## src/rtl/mem_ctrl.sv

```systemverilog
`timescale 1ns/1ps
// mem_ctrl: byte-serial memory controller between the CPU fetch/data ports
// and the 8-bit RAM/IO bus. Data port wins arbitration; each request is
// split into byte transfers and answered with a single done pulse.
// Optional feature: define MEM_CTRL_IO_THROTTLE_EN to stall writes into
// IO space (mem_a[17:16] == 2'b11) while io_buffer_full is set.
//
// state   | meaning
// S_IDLE  | waiting for a request, arbitrate and latch it
// S_READ  | issue byte addresses, capture mem_din one cycle later
// S_WRITE | drive one write byte per active cycle
// S_DONE  | pulse done of the served port with the assembled data
module mem_ctrl #(
  parameter int ADDR_WIDTH = 32
) (
  input  logic                  clk_in,
  input  logic                  rst_in,
  input  logic                  rdy_in,
  input  logic                  if_req,
  input  logic [ADDR_WIDTH-1:0] if_addr,
  output logic                  if_done,
  output logic [31:0]           if_inst,
  input  logic                  dm_req,
  input  logic                  dm_we,
  input  logic [1:0]            dm_len,
  input  logic [ADDR_WIDTH-1:0] dm_addr,
  input  logic [31:0]           dm_wdata,
  output logic                  dm_done,
  output logic [31:0]           dm_rdata,
  input  logic [7:0]            mem_din,
  output logic [7:0]            mem_dout,
  output logic [ADDR_WIDTH-1:0] mem_a,
  output logic                  mem_wr,
  input  logic                  io_buffer_full
);

  typedef enum logic [1:0] {S_IDLE, S_READ, S_WRITE, S_DONE} state_t;

  state_t                r_state;
  state_t                w_state_nxt;
  logic                  r_is_dm;
  logic [2:0]            r_len;
  logic [2:0]            r_iss;
  logic [2:0]            r_cap;
  logic                  r_prev_iss;
  logic [ADDR_WIDTH-1:0] r_base;
  logic [31:0]           r_wdata;
  logic [31:0]           r_data;

  logic                  w_start;
  logic                  w_issue;
  logic                  w_capture;
  logic                  w_wr_stall;
  logic                  w_wr_go;
  logic                  w_done_now;
  logic [2:0]            w_req_len;
  logic [ADDR_WIDTH-1:0] w_addr;

  assign w_addr    = r_base + ADDR_WIDTH'(r_iss);
  assign w_start   = (r_state == S_IDLE) && rdy_in && (dm_req || if_req);
  assign w_issue   = (r_state == S_READ) && rdy_in && (r_iss < r_len);
  assign w_capture = (r_state == S_READ) && rdy_in && r_prev_iss;
  assign w_req_len = !dm_req          ? 3'd4 :
                     (dm_len == 2'b00) ? 3'd1 :
                     (dm_len == 2'b01) ? 3'd2 : 3'd4;

`ifdef MEM_CTRL_IO_THROTTLE_EN
  assign w_wr_stall = (w_addr[17:16] == 2'b11) && io_buffer_full;
`else
  logic w_unused_io;
  assign w_unused_io = io_buffer_full;
  assign w_wr_stall  = 1'b0;
`endif

  assign w_wr_go    = (r_state == S_WRITE) && rdy_in && !w_wr_stall;
  assign w_done_now = (r_state == S_DONE) && rdy_in;

  // State register; reset abandons any transfer in flight.
  always_ff @(posedge clk_in) begin
    if (rst_in) r_state <= S_IDLE;
    else        r_state <= w_state_nxt;
  end

  // Next-state logic; a frozen cycle keeps the current state.
  always_comb begin
    w_state_nxt = r_state;
    case (r_state)
      S_IDLE:  if (w_start) w_state_nxt = (dm_req && dm_we) ? S_WRITE : S_READ;
      S_READ:  if (w_capture && (r_cap + 3'd1 == r_len)) w_state_nxt = S_DONE;
      S_WRITE: if (w_wr_go && (r_iss + 3'd1 == r_len)) w_state_nxt = S_DONE;
      S_DONE:  if (rdy_in) w_state_nxt = S_IDLE;
      default: w_state_nxt = S_IDLE;
    endcase
  end

  // Bus and completion outputs; idle/done/frozen cycles keep the bus quiet.
  always_comb begin
    mem_a    = '0;
    mem_dout = 8'h00;
    mem_wr   = 1'b0;
    if (w_issue) mem_a = w_addr;
    if ((r_state == S_WRITE) && rdy_in) begin
      mem_a    = w_addr;
      mem_dout = r_wdata[{r_iss[1:0], 3'b000} +: 8];
      mem_wr   = w_wr_go;
    end
    if_done  = w_done_now && !r_is_dm;
    dm_done  = w_done_now && r_is_dm;
    if_inst  = if_done ? r_data : 32'h0;
    dm_rdata = dm_done ? r_data : 32'h0;
  end

  // Request latch, byte counters and read-data assembly.
  always_ff @(posedge clk_in) begin
    if (rst_in) begin
      r_is_dm    <= 1'b0;
      r_len      <= 3'd0;
      r_iss      <= 3'd0;
      r_cap      <= 3'd0;
      r_prev_iss <= 1'b0;
      r_base     <= '0;
      r_wdata    <= 32'h0;
      r_data     <= 32'h0;
    end else if (!rdy_in) begin
      // The byte issued just before the freeze is lost; re-issue it.
      if (r_state == S_READ) begin
        r_iss      <= r_cap;
        r_prev_iss <= 1'b0;
      end
    end else begin
      case (r_state)
        S_IDLE: begin
          if (w_start) begin
            r_is_dm    <= dm_req;
            r_base     <= dm_req ? dm_addr : if_addr;
            r_len      <= w_req_len;
            r_wdata    <= dm_wdata;
            r_data     <= 32'h0;
            r_iss      <= 3'd0;
            r_cap      <= 3'd0;
            r_prev_iss <= 1'b0;
          end
        end
        S_READ: begin
          r_prev_iss <= w_issue;
          if (w_issue) r_iss <= r_iss + 3'd1;
          if (w_capture) begin
            r_data[{r_cap[1:0], 3'b000} +: 8] <= mem_din;
            r_cap <= r_cap + 3'd1;
          end
        end
        S_WRITE: begin
          if (w_wr_go) r_iss <= r_iss + 3'd1;
        end
        default: ;
      endcase
    end
  end

endmodule

```

## config.mk

```make
export PLATFORM = sky130hd
export DESIGN_NAME = mem_ctrl
export DESIGN_NICKNAME = d
export VERILOG_FILES = /design/src/rtl/mem_ctrl.sv
export SDC_FILE = /design/constraint.sdc
export NUM_CORES = 1
export LEC_CHECK = 0
export BUFFER_PORTS_ARGS = -buffer_cell sky130_fd_sc_hd__buf_2
export CORE_MARGIN = 2
export CORE_UTILIZATION = 55
export DETAILED_ROUTE_END_ITERATION = 10
export PLACE_DENSITY = 0.95
export SYNTH_ARGS = -nofsm -noshare
export SYNTH_HDL_FRONTEND = slang
export SYNTH_SLANG_ARGS = --single-unit
```

## constraint.sdc

```tcl
create_clock -name clk_in -period 5.4 [get_ports clk_in]
set_clock_uncertainty 0.05 [all_clocks]
set_input_delay 1.08 -clock clk_in [delete_from_list [all_inputs] [get_ports clk_in]]
set_output_delay 1.08 -clock clk_in [all_outputs]
set_load 0.005 [all_outputs]
```

==> results_dict.tcl <==
set metrics [dict create \
    die_h_um 111 \
    wl_per_cell_um 14.4 \
    synth-edff-count 0 \
    finalWeightedCongestion 0.814 \
    cts_max_level 3 \
    r2r-end "r_wdata[9]" \
    status "finished, final reports clean" \
    synth_area_leaders "dfxtp_1 (35%), and2_1 (7.2%), nand2_1 (6.2%), a21oi_1 (5.6%), mux2i_1 (5.1%)" \
    synthSimpleGateAreaFrac 0.295 \
    fin_util 0.681 \
    synthFlopType "dfxtp_1" \
    yosysTopAreaCellShare 0.346 \
    ff2ff_path_depth 7 \
    final.period_utilization 0.740 \
    synth.most_common_cell "dfxtp_1" \
    grt_overflow_total 0 \
    grt_max_degree 110 \
    syn_area_um2 6310 \
    vdd_drop_max_mv 0.195 \
    yosys_warnings 0 \
    grt_use_total 0.250 \
    cts_hold_buf 0 \
    numCtsBuffers 9 \
    die_w_um 111 \
    powerDensity_nw_per_um2 312 \
    synth_cell_types 61 \
    ys_seq_area_frac 0.346 \
    synth_top_family_by_area "simple AND/OR/NAND/NOR gates" \
    fillers 933 \
    finalHoldViolations 0 \
    hold_ws_ns 0.405 \
    areaGrowthSynthToFinish_pct 22.1 \
    synthXorXnorAreaFrac 0.0509 \
    grt_pass1_wl_um 26000 \
    setup_viol 0 \
    dr.pass1.iters 5 \
    port_buffers 218 \
    synthCells 766 \
    required_ns 4.27 \
    antenna_found_initial 0 \
    dieArea_um2 12300 \
    crit_type "flip-flop to output port" \
    clk_latency_ns 0.34 \
    yosysTopAreaCell "dfxtp_1" \
    vias_per_cell 5.45 \
    rows 39 \
    synth_fp_nets 897 \
    rsz0062_at_grt "no" \
    clk_pin_slew_ns 0.07 \
    slew_viol_final 0 \
    dr_total_vias 5985 \
    drive_gt1_frac 0.298 \
    reg2reg_from "r_state[1]" \
    detail-route-antenna-nets 0 \
    critPathMaxFanout 13 \
    synth-compound-area-share 0.143 \
    hp-class "flip-flop to flip-flop" \
    placeableCoreArea_um2 11300 \
    drt-total-wl_um 15800 \
    antenna_cells 0 \
    crit_arrival_ns 2.87 \
    cts_root_buf "clkbuf_16" \
    async_flop_share 0 \
    synthMuxAreaShare 0.0811 \
    crit_path_end "mem_a[26]" \
    end_kind "output port" \
    clock_sinks 109 \
    fin_crit_ns 4.00 \
    ctsResizeCount 0 \
    max-clock-path-buffers 2 \
    first_iter_violations 315 \
    nets 1081 \
    crit_start "r_iss[1]" \
    cts_tree "yes" \
    fin_tns_setup_ns 0 \
    preCtsSetupSlack_ns 1.55 \
    yosys_register_bits 109 \
    drcViolationCount 0 \
    relSlewSlack 0.258 \
    worstHoldStart "r_wdata[7]" \
    num_io_pins 220 \
    synthTopCellsByCount "dfxtp_1 (109), nand2_1 (104), nor2_1 (82), and2_1 (73), a21oi_1 (70)" \
    grt_pass1_vias 5622 \
    syn_area_per_cell_um2 8.24 \
    worst_pin_slew_ns 1.11 \
    synth_adder_area_share 0.0369 \
    p_leak_uw 0.00335 \
    cts_setup_buffers 0 \
    start_util 0.558 \
    cp-start-kind "flip-flop" \
    hpwl_um 11400 \
    max-cap-violations 0 \
    fin_cells 1098 \
    regToRegSetupSlack_ns 2.80 \
    fin_ws_ns 1.40 \
    dp_cells 1082 \
    fmax_ghz 0.250 \
]
power breakdown:
part	total [uW]	switching [uW]	leakage, uW	internal, uW
Combinational	728	420	0.00232	308
Sequential	1030	116	0.000890	914
Clock	646	319	0.000143	327
critical path, cell delays in order, from the launching register on:
cell and delay (ns):
dfxtp_1 0.72, fa_1 0.38, a21oi_4 0.10, or3_1 0.63, nor4_4 0.36, xnor2_1 0.16, nor2_2 0.05, buf_2 0.13
cell families (layout without fill, tap and decap cells):
family	count (synthesis)	in the layout
xor+xnor	35	35
simple gates	354	354
mux	41	41
flops	109	109
compound gates	140	140
fa+ha+maj	18	18
buf+inv	69	258
how the worst min path moves through the flow:
stage                              to  slack (ns)  cells after the start
after global placement    r_wdata[31]        0.39                      2
after detailed placement   r_wdata[7]        0.40                      2
after CTS                  r_wdata[7]        0.41                      2
final                      r_wdata[7]        0.41                      2
after floorplan           r_wdata[16]        0.38                      2
after global routing      r_wdata[28]        0.43                      2
per-stage QoR:
stage | total power [uW] | area (um^2)
final | 2400 | 7710
after global routing | 2550 | 7710
after CTS | 2410 | 7710
after detailed placement | 1770 | 7420
after global placement | 1740 | 7420
after floorplan | 1570 | 6310
area by class of cell:
cell class | count | area [um^2] | share of cell area
multi-input cells | 588 | 3840 | 0.498
flip-flops and latches | 109 | 2180 | 0.283
repair buffers | 226 | 1150 | 0.150
clock buffers | 10 | 229 | 0.0297
well taps | 143 | 179 | 0.0232
clock inverters | 6 | 62.6 | 0.00812
inverters | 16 | 60.1 | 0.00779
routing by layer:
metal  GRT usage  up-vias  wire (um)
met5           0        -          0
met4      0.0815        0        277
met3      0.0295       25        849
met2       0.439      219       7880
met1       0.322     2729       6760
li1            -     3012          -
state kept, by name (all words and copies together) (netlist names):
register,cells
r_base,32
r_data,32
r_wdata,32
r_cap,3
r_iss,3
r_len,3
r_state,2
r_is_dm,1
r_prev_iss,1
layout by cell type, fill, tap and decap left out, drive strengths merged, types with 2 or more instances in the layout:
master    n
and4      7
a211oi   34
ha       17
clkinv    2
nor3b     4
inv      20
mux2i    32
or2       2
nor3      8
nand2   105
o21a      4
clkbuf   10
a21oi    71
buf     226
nor2     83
nor2b     6
mux4      8
and2     74
o21ai     8
nand4     7
o21bai    2
and2b     2
dfxtp   109
a311oi    3
nor4b     4
xor2      4
and3      3
nor4      7
nand3    38
xnor2    30
a22oi     9
(Power assumes the default switching activity.)
